File: src/rtl/telemetry_uart_packetizer.sv
`default_nettype none
// ============================================================================
// telemetry_uart_packetizer: windowed avg/min/max of an 8-bit sample stream,
// each closed window sent as a 5-byte 8N1 UART frame {A5, avg, min, max, chk}.
// Revision: 1.0
// ============================================================================
module telemetry_uart_packetizer #(
  parameter int CLKS_PER_BIT = 868,
  parameter int WINDOW_LOG2  = 4
) (
  input  logic       clk,
  input  logic       rst_n,
  input  logic       ena,
  input  logic [7:0] sample_in,
  input  logic       sample_valid,
  output logic       tx,
  output logic       busy,
  output logic       overrun,
  output logic [7:0] frame_cnt
);

  localparam int         SUM_W     = 8 + WINDOW_LOG2;
  localparam int         BAUD_W    = (CLKS_PER_BIT > 1) ? $clog2(CLKS_PER_BIT) : 1;
  localparam logic [7:0] SYNC_BYTE = 8'hA5;

  typedef enum logic [1:0] {
    S_IDLE  = 2'd0,
    S_START = 2'd1,
    S_DATA  = 2'd2,
    S_STOP  = 2'd3
  } state_t;

  // Window accumulator
  logic [SUM_W-1:0]       sum_q, sum_d;
  logic [WINDOW_LOG2-1:0] cnt_q, cnt_d;
  logic [7:0]             min_q, min_d, max_q, max_d;

  // Frame snapshot and status
  logic [7:0] avg_q, avg_d, mn_q, mn_d, mx_q, mx_d, chk_q, chk_d;
  logic       start_pend_q, start_pend_d;
  logic       overrun_q, overrun_d;

  // Transmitter
  state_t            state_q, state_d;
  logic [BAUD_W-1:0] baud_q, baud_d;
  logic [2:0]        bit_q, bit_d;
  logic [2:0]        byte_q, byte_d;
  logic [7:0]        shreg_q, shreg_d;
  logic              tx_q, tx_d;
  logic              busy_q, busy_d;
  logic [7:0]        fcnt_q, fcnt_d;

  logic             accept;
  logic             win_close;
  logic [SUM_W-1:0] sum_next;
  logic [7:0]       min_next, max_next, avg_next;
  logic             baud_end;
  logic [7:0]       next_byte;

  always_comb begin
    accept    = ena && sample_valid;
    win_close = accept && (cnt_q == '1);
    // sum_q is zero whenever cnt_q is zero, so the first sample needs no special case
    sum_next  = sum_q + SUM_W'(sample_in);
    avg_next  = sum_next[SUM_W-1:WINDOW_LOG2];
    min_next  = ((cnt_q == '0) || (sample_in < min_q)) ? sample_in : min_q;
    max_next  = ((cnt_q == '0) || (sample_in > max_q)) ? sample_in : max_q;

    sum_d = sum_q;
    cnt_d = cnt_q;
    min_d = min_q;
    max_d = max_q;
    if (accept) begin
      min_d = min_next;
      max_d = max_next;
      if (win_close) begin
        sum_d = '0;
        cnt_d = '0;
      end else begin
        sum_d = sum_next;
        cnt_d = cnt_q + 1'b1;
      end
    end
  end

  always_comb begin
    avg_d        = avg_q;
    mn_d         = mn_q;
    mx_d         = mx_q;
    chk_d        = chk_q;
    start_pend_d = start_pend_q;
    overrun_d    = overrun_q;
    if ((state_q == S_IDLE) && start_pend_q) begin
      start_pend_d = 1'b0;
    end
    if (win_close) begin
      // The snapshot is only taken while the line is idle; otherwise it is dropped
      if (state_q == S_IDLE) begin
        avg_d        = avg_next;
        mn_d         = min_next;
        mx_d         = max_next;
        chk_d        = SYNC_BYTE ^ avg_next ^ min_next ^ max_next;
        start_pend_d = 1'b1;
      end else begin
        overrun_d = 1'b1;
      end
    end
  end

  always_comb begin
    case (byte_q)
      3'd0:    next_byte = avg_q;
      3'd1:    next_byte = mn_q;
      3'd2:    next_byte = mx_q;
      default: next_byte = chk_q;
    endcase
  end

  always_comb begin
    state_d  = state_q;
    baud_d   = baud_q;
    bit_d    = bit_q;
    byte_d   = byte_q;
    shreg_d  = shreg_q;
    fcnt_d   = fcnt_q;
    baud_end = (baud_q == BAUD_W'(CLKS_PER_BIT - 1));

    case (state_q)
      S_IDLE: begin
        if (start_pend_q) begin
          state_d = S_START;
          baud_d  = '0;
          byte_d  = '0;
          shreg_d = SYNC_BYTE;
        end
      end
      S_START: begin
        if (baud_end) begin
          state_d = S_DATA;
          baud_d  = '0;
          bit_d   = '0;
        end else begin
          baud_d = baud_q + 1'b1;
        end
      end
      S_DATA: begin
        if (baud_end) begin
          baud_d  = '0;
          shreg_d = {1'b0, shreg_q[7:1]};
          if (bit_q == 3'd7) begin
            state_d = S_STOP;
          end else begin
            bit_d = bit_q + 1'b1;
          end
        end else begin
          baud_d = baud_q + 1'b1;
        end
      end
      S_STOP: begin
        if (baud_end) begin
          baud_d = '0;
          if (byte_q < 3'd4) begin
            state_d = S_START;
            byte_d  = byte_q + 1'b1;
            shreg_d = next_byte;
          end else begin
            state_d = S_IDLE;
            fcnt_d  = fcnt_q + 1'b1;
          end
        end else begin
          baud_d = baud_q + 1'b1;
        end
      end
      default: begin
        state_d = S_IDLE;
      end
    endcase

    // Line level is registered from the next state so tx and busy move together
    case (state_d)
      S_START: tx_d = 1'b0;
      S_DATA:  tx_d = shreg_d[0];
      default: tx_d = 1'b1;
    endcase
    busy_d = (state_d != S_IDLE);
  end

  always_ff @(posedge clk or negedge rst_n) begin
    if (!rst_n) begin
      sum_q        <= '0;
      cnt_q        <= '0;
      min_q        <= '0;
      max_q        <= '0;
      avg_q        <= '0;
      mn_q         <= '0;
      mx_q         <= '0;
      chk_q        <= '0;
      start_pend_q <= 1'b0;
      overrun_q    <= 1'b0;
      state_q      <= S_IDLE;
      baud_q       <= '0;
      bit_q        <= '0;
      byte_q       <= '0;
      shreg_q      <= '0;
      tx_q         <= 1'b1;
      busy_q       <= 1'b0;
      fcnt_q       <= '0;
    end else begin
      sum_q        <= sum_d;
      cnt_q        <= cnt_d;
      min_q        <= min_d;
      max_q        <= max_d;
      avg_q        <= avg_d;
      mn_q         <= mn_d;
      mx_q         <= mx_d;
      chk_q        <= chk_d;
      start_pend_q <= start_pend_d;
      overrun_q    <= overrun_d;
      state_q      <= state_d;
      baud_q       <= baud_d;
      bit_q        <= bit_d;
      byte_q       <= byte_d;
      shreg_q      <= shreg_d;
      tx_q         <= tx_d;
      busy_q       <= busy_d;
      fcnt_q       <= fcnt_d;
    end
  end

  assign tx        = tx_q;
  assign busy      = busy_q;
  assign overrun   = overrun_q;
  assign frame_cnt = fcnt_q;

endmodule
`default_nettype wire

File: config.mk
export PLATFORM = sky130hd
export DESIGN_NAME = telemetry_uart_packetizer
export DESIGN_NICKNAME = d
export VERILOG_FILES = /design/src/rtl/telemetry_uart_packetizer.sv
export SDC_FILE = /design/constraint.sdc
export NUM_CORES = 1
export LEC_CHECK = 0
export ABC_AREA = 1
export ABC_CLOCK_PERIOD_IN_PS = 2000
export CORE_UTILIZATION = 25
export CTS_BUF_LIST = sky130_fd_sc_hd__clkbuf_8
export CTS_CLUSTER_SIZE = 40
export DETAILED_ROUTE_END_ITERATION = 10
export PLACE_DENSITY = 0.46
export SLEW_MARGIN = 20
export SYNTH_ARGS = -nofsm -noshare
export SYNTH_HDL_FRONTEND = slang
export SYNTH_SLANG_ARGS = --single-unit
File: constraint.sdc
create_clock -name clk -period 2 [get_ports clk]
set_input_delay 0.4 -clock clk [delete_from_list [all_inputs] [get_ports clk]]
set_output_delay 0.4 -clock clk [all_outputs]
set_load 0.1 [all_outputs]
# Word-level counts from Yosys, hierarchy flattened
# Index checks and enable logic that the tools add are counted.
op_classes:
  n_addsub: 6
  n_mul: 0
  div_mod_pow: 0
  order_cmp: 3
  n_eq_ne: 16
  shifts: 0
  mux: 32
  bitwise_logic: 5
  reduce_logical: 19
op_table:
  columns: ["op", "n"]
  rows:
  - ["8-bit two-way mux", 6]
  - ["8-bit one-hot mux with 3 select lines", 2]
  - ["10-bit two-way mux", 2]
  - ["10-bit one-hot mux with 2 select lines", 1]
  - ["3-bit two-way mux", 6]
  - ["8-bit bitwise XOR", 2]
  - ["12-bit by 8-bit adder with 12-bit output", 1]
  - ["12-bit two-way mux", 1]
  - ["2-bit inequality test (second input constant)", 6]
  - ["3-bit one-hot mux with 2 select lines", 2]
  - ["10-bit by 1-bit adder with 10-bit output (second input constant)", 1]
  - ["10-bit equality test (second input constant)", 1]
  - ["2-bit two-way mux", 5]
  - ["8-bit by 1-bit adder with 8-bit output (second input constant)", 1]
  - ["8-bit greater-than comparator", 1]
  - ["8-bit less-than comparator", 1]
  - ["2-bit one-hot mux with 4 select lines", 1]
  - ["4-bit AND reduction", 2]
  - ["3-bit by 1-bit adder with 3-bit output (second input constant)", 2]
  - ["2-bit equality test (second input constant)", 3]
  - ["2-bit nonzero test", 3]
  - ["5-bit AND reduction", 1]
  - ["4-bit by 1-bit adder with 4-bit output (second input constant)", 1]
  - ["2-bit by 1-bit equality test with 1-bit output (second input constant)", 2]
  - ["other kinds (19)", 27]
word_totals:
  regBits: 102
  latchBits: 0
  mem_bits_rw: 0
  romBits: 0
  in_bits: 12
  out_inout_bits: 11
  elab_cells: 100
  mem_count: 0

# Logic depth before layout (Yosys ltp)
depth:
  word_depth: 6
  mapped_depth: 16
  depth_no_buf: 15

# Worst setup path after synthesis
# Ideal clock, no wire load.
synth_timing:
  kind: "reg2reg"
  from: "reg fcnt_q[0] (netlist: frame_cnt[0])"
  to: "reg fcnt_q[7] (netlist: frame_cnt[7])"
  setup_time_ps: 158
  t_arrival_ps: 1783
  t_required_ps: 1842
  setup_slack_ps: 60
  stages_incl_launch_ff: 5
  path_buffers: 0
  synth_period_minus_slack_ps: 1940
  cell_sequence: "dfrtp_1 -> nand3_1 -> nor4_2 -> nand4_1 -> xnor2_1"
synth_via:
  elab_chain_cells: 1
synth_lines:
  columns: ["item", "line", "source"]
  rows:
  - ["start, declared", "51", "logic [7:0] fcnt_q, fcnt_d;"]
  - ["start signal, assigned", "226", "fcnt_q <= fcnt_d;"]
  - ["8-bit by 1-bit adder with 8-bit output", "168", "fcnt_d = fcnt_q + 1'b1;"]
# Every way passes these cells.
# A chain may end at the register's enable or synchronous reset.

# Worst setup path in the final report
layout_timing:
  from: "reg min_q[5]"
  to: "reg chk_q[0]"
layout_via:
  elab_chain_cells: 5
layout_lines:
  columns: ["item", "line", "source"]
  rows:
  - ["start, declared", "36", "logic [7:0] min_q, min_d, max_q, max_d;"]
  - ["start signal, assigned", "211", "min_q <= min_d;"]
  - ["8-bit less-than comparator", "66", "min_next = ((cnt_q == '0) || (sample_in < min_q)) ? sample_in : min_q;"]
  - ["1-bit logical OR", "66", null]
  - ["8-bit two-way mux", "66", null]
  - ["8-bit bitwise XOR (2 in a row)", "102", "chk_d = SYNC_BYTE ^ avg_next ^ min_next ^ max_next;"]
  - ["end signal, assigned", "216", "chk_q <= chk_d;"]
  - ["end, declared", "39", "logic [7:0] avg_q, avg_d, mn_q, mn_d, mx_q, mx_d, chk_q, chk_d;"]
# Every way passes these cells.

==> impl_metrics.json <==
{
  "status": "finished, final reports clean",
  "critical-path-max-stage-delay_ps": 420,
  "max_freq_mhz": 508,
  "io_pins": 23,
  "synth-edff-count": 0,
  "ir_drop_v": 0.000547,
  "die_height_um": 161,
  "coreArea_mm2": 0.0245,
  "start_kind": "flop",
  "cp_top_family": "simple AND/OR/NAND/NOR gates",
  "viasPerCell": 4.46,
  "fin_crit_ps": 1970,
  "grt_pass1_vias": 5549,
  "slew_headroom": 0.694,
  "areaGrowthSynthToFinish_pct": 28.9,
  "clk_pin_slew_ps": 120,
  "syn-num-nets": 892,
  "avgSynthCellArea_um2": 7.46,
  "initial_utilization": 0.257,
  "synth_flop_cell": "dfrtp_1",
  "regArea_mm2": 0.00255,
  "grt_pass1_wl_um": 28400,
  "cp-end-kind": "flop",
  "crit_fanout": 6,
  "clk_path_buf_depth": 2,
  "grt_usage": 0.138,
  "fillers": 2687,
  "cts_tree": "built",
  "cts_root_buf": "clkbuf_8",
  "synth-seq-cells": 102,
  "yosysMostFrequentCell": "nand2_1",
  "crit_type": "flop to flop",
  "wl_per_cell_um": 13.6,
  "crit_chain": "inv_2 > ha_4 > a21oi_2 > nor2_1 > nor3_2 > nand2_4 > buf_8 > nand3_1 > nand2_1 > nand2_1 > nand2_1 > nand2_1 > nand3_1",
  "wirelength_um": 17300,
  "maxCapViolCount": 0,
  "drc": 0,
  "multi_input_comb_area_mm2": 0.00368,
  "yosys.area.top_type": "dfrtp_1",
  "slowest_stage": "dfrtp_1",
  "total_power_mw": 9.47,
  "synthTopCellsByArea": "dfrtp_1, nand2_1, nand3_1, ha_1, inv_1",
  "cp.arrival_ps": 2250,
  "dp_hpwl_um": 12600,
  "grt_max_degree": 74,
  "synth_common_cells": "nand2_1, dfrtp_1, inv_1",
  "hold_class": "input pin to async pin",
  "finalCritPeriodShare": 0.983,
  "gp_congestion": 0.828,
  "rows": 57,
  "maxSlewViolCount": 0,
  "clkLatencyLatePin_ps": 400,
  "required_ps": 2280,
  "power.density_mw_per_mm2": 1160,
  "grt_overflow": 0,
  "synth_cell_types": 46,
  "dieArea_mm2": 0.0259,
  "die_w_um": 161,
  "portBuffers": 22,
  "cts.sinks": 102,
  "fin_nets": 989,
  "rsz0062_at_grt": "yes",
  "dr.pass1.iters": 5,
  "htreeDepth": 3,
  "first_iter_violations": 277,
  "final_hold_viol_count": 0,
  "yosysSeqAreaShare": 0.405,
  "leakage_nw": 4.01,
  "drive_gt1_frac": 0.250,
  "syn_area_mm2": 0.00631,
  "yosysTopAreaCellShare": 0.400,
  "antenna_found_initial": 0,
  "setup_ws_ps": 33.1,
  "cts_buffers": 9,
  "ys_warn_count": 0,
  "synthArstFlopShare": 1.00,
  "drtAntennaViolNets": 0,
  "crit_buf_inv": 2,
  "postSynthCellCount": 846,
  "clock-skew-final_ps": 16.8,
  "antennaDiodeCount": 0,
  "pre_cts_ws_ps": -649,
  "finalSetupViolCount": 0,
  "tightestPinTransition_ps": 459,
  "vias": 5669,
  "path_common_cell": "nand2_1"
}
path summary, 6_finish.rpt:
kind,start,end,slack (ps),cells after the start
setup / recovery,min_q[5],chk_q[0],30,13
hold / removal,rst_n,busy,410,2
setup reg to reg,min_q[5],chk_q[0],30,13
hold reg to reg,overrun,overrun,470,1
max in group asynchronous,rst_n,min_q[7],1000,3
min in group clk,overrun,overrun,470,1
cell usage in the layout, fill, tap and decap left out, drive strengths merged, types with 3 or more instances in the layout:
cell type    Yosys  routed
clkbuf          10      11
dfrtp          101     101
clkinv           0       4
o21bai           3       3
nand4           17      17
nor3             7       7
inv             99     101
nand3           92      92
xor2             9       9
o31ai            3       3
nor2            51      51
a21oi           19      19
dlygate4sd2      0       8
buf             11      94
o21ai           67      67
o211ai           7       7
ha              33      33
xnor2            8       8
nand2          282     282
o22ai           10      10
through the flow:
stage | hold slack, ps | TNS, ps | cell area (µm²) | std cells | utilization
after floorplan | 104 | 0 | 6310 | 846 | -
after global placement | 314 | -26880 | 7430 | 1244 | 0.303
after detailed placement | 316 | -28350 | 7430 | 1244 | 0.303
after CTS | 402 | 0 | 7660 | 1261 | 0.312
after global routing | 425 | -458 | 8140 | 1272 | 0.332
final | 412 | 0 | 8140 | 1272 | 0.332
what timing repair did:
action	4_1_cts	5_1_grt
endpoints found under the hold margin	16	0
cloned	0	2
hold buffers	1	0
pin swaps	3	25
gates resized for setup	26	84
endpoints found under the setup margin	45	41
setup buffers	0	9
cell families after synthesis:
group | share of synthesized area
flops | 0.405
compound gates | 0.102
xor+xnor | 0.0236
buf+inv | 0.0749
simple gates | 0.324
fa+ha+maj | 0.0686
mux | 0.00178
final cells by class:
type | instances | area share
clock buffers | 9 | 0.0152
clock inverters | 7 | 0.00707
inverters | 99 | 0.0457
multi-input cells | 624 | 0.452
flip-flops and latches | 102 | 0.314
well taps | 324 | 0.0498
repair buffers | 107 | 0.116
routing by layer:
metal  wire, µm  global-route usage  vias up
li1           -                   -     2957
met1       8950               0.197     2623
met2       7690               0.218       78
met3        474              0.0225       11
met4        149              0.0309        0
met5          0                   0        -
power by group:
part | internal, mW | switching, mW
Sequential | 2.37 | 0.293
Combinational | 2.39 | 3.09
Clock | 0.472 | 0.858
Total | 5.23 | 4.24
flip-flops by register name (all words and copies together) (netlist names), named ones only:
| name | flops |
|---|---|
| sum_q | 12 |
| baud_q | 10 |
| avg_q | 8 |
| chk_q | 8 |
| frame_cnt | 8 |
| max_q | 8 |
| min_q | 8 |
| mn_q | 8 |
| mx_q | 8 |
| shreg_q | 8 |
| cnt_q | 4 |
| bit_q | 3 |
| byte_q | 3 |
| state_q | 2 |
| busy | 1 |
| overrun | 1 |
| tx | 1 |
(Power assumes the default switching activity.)
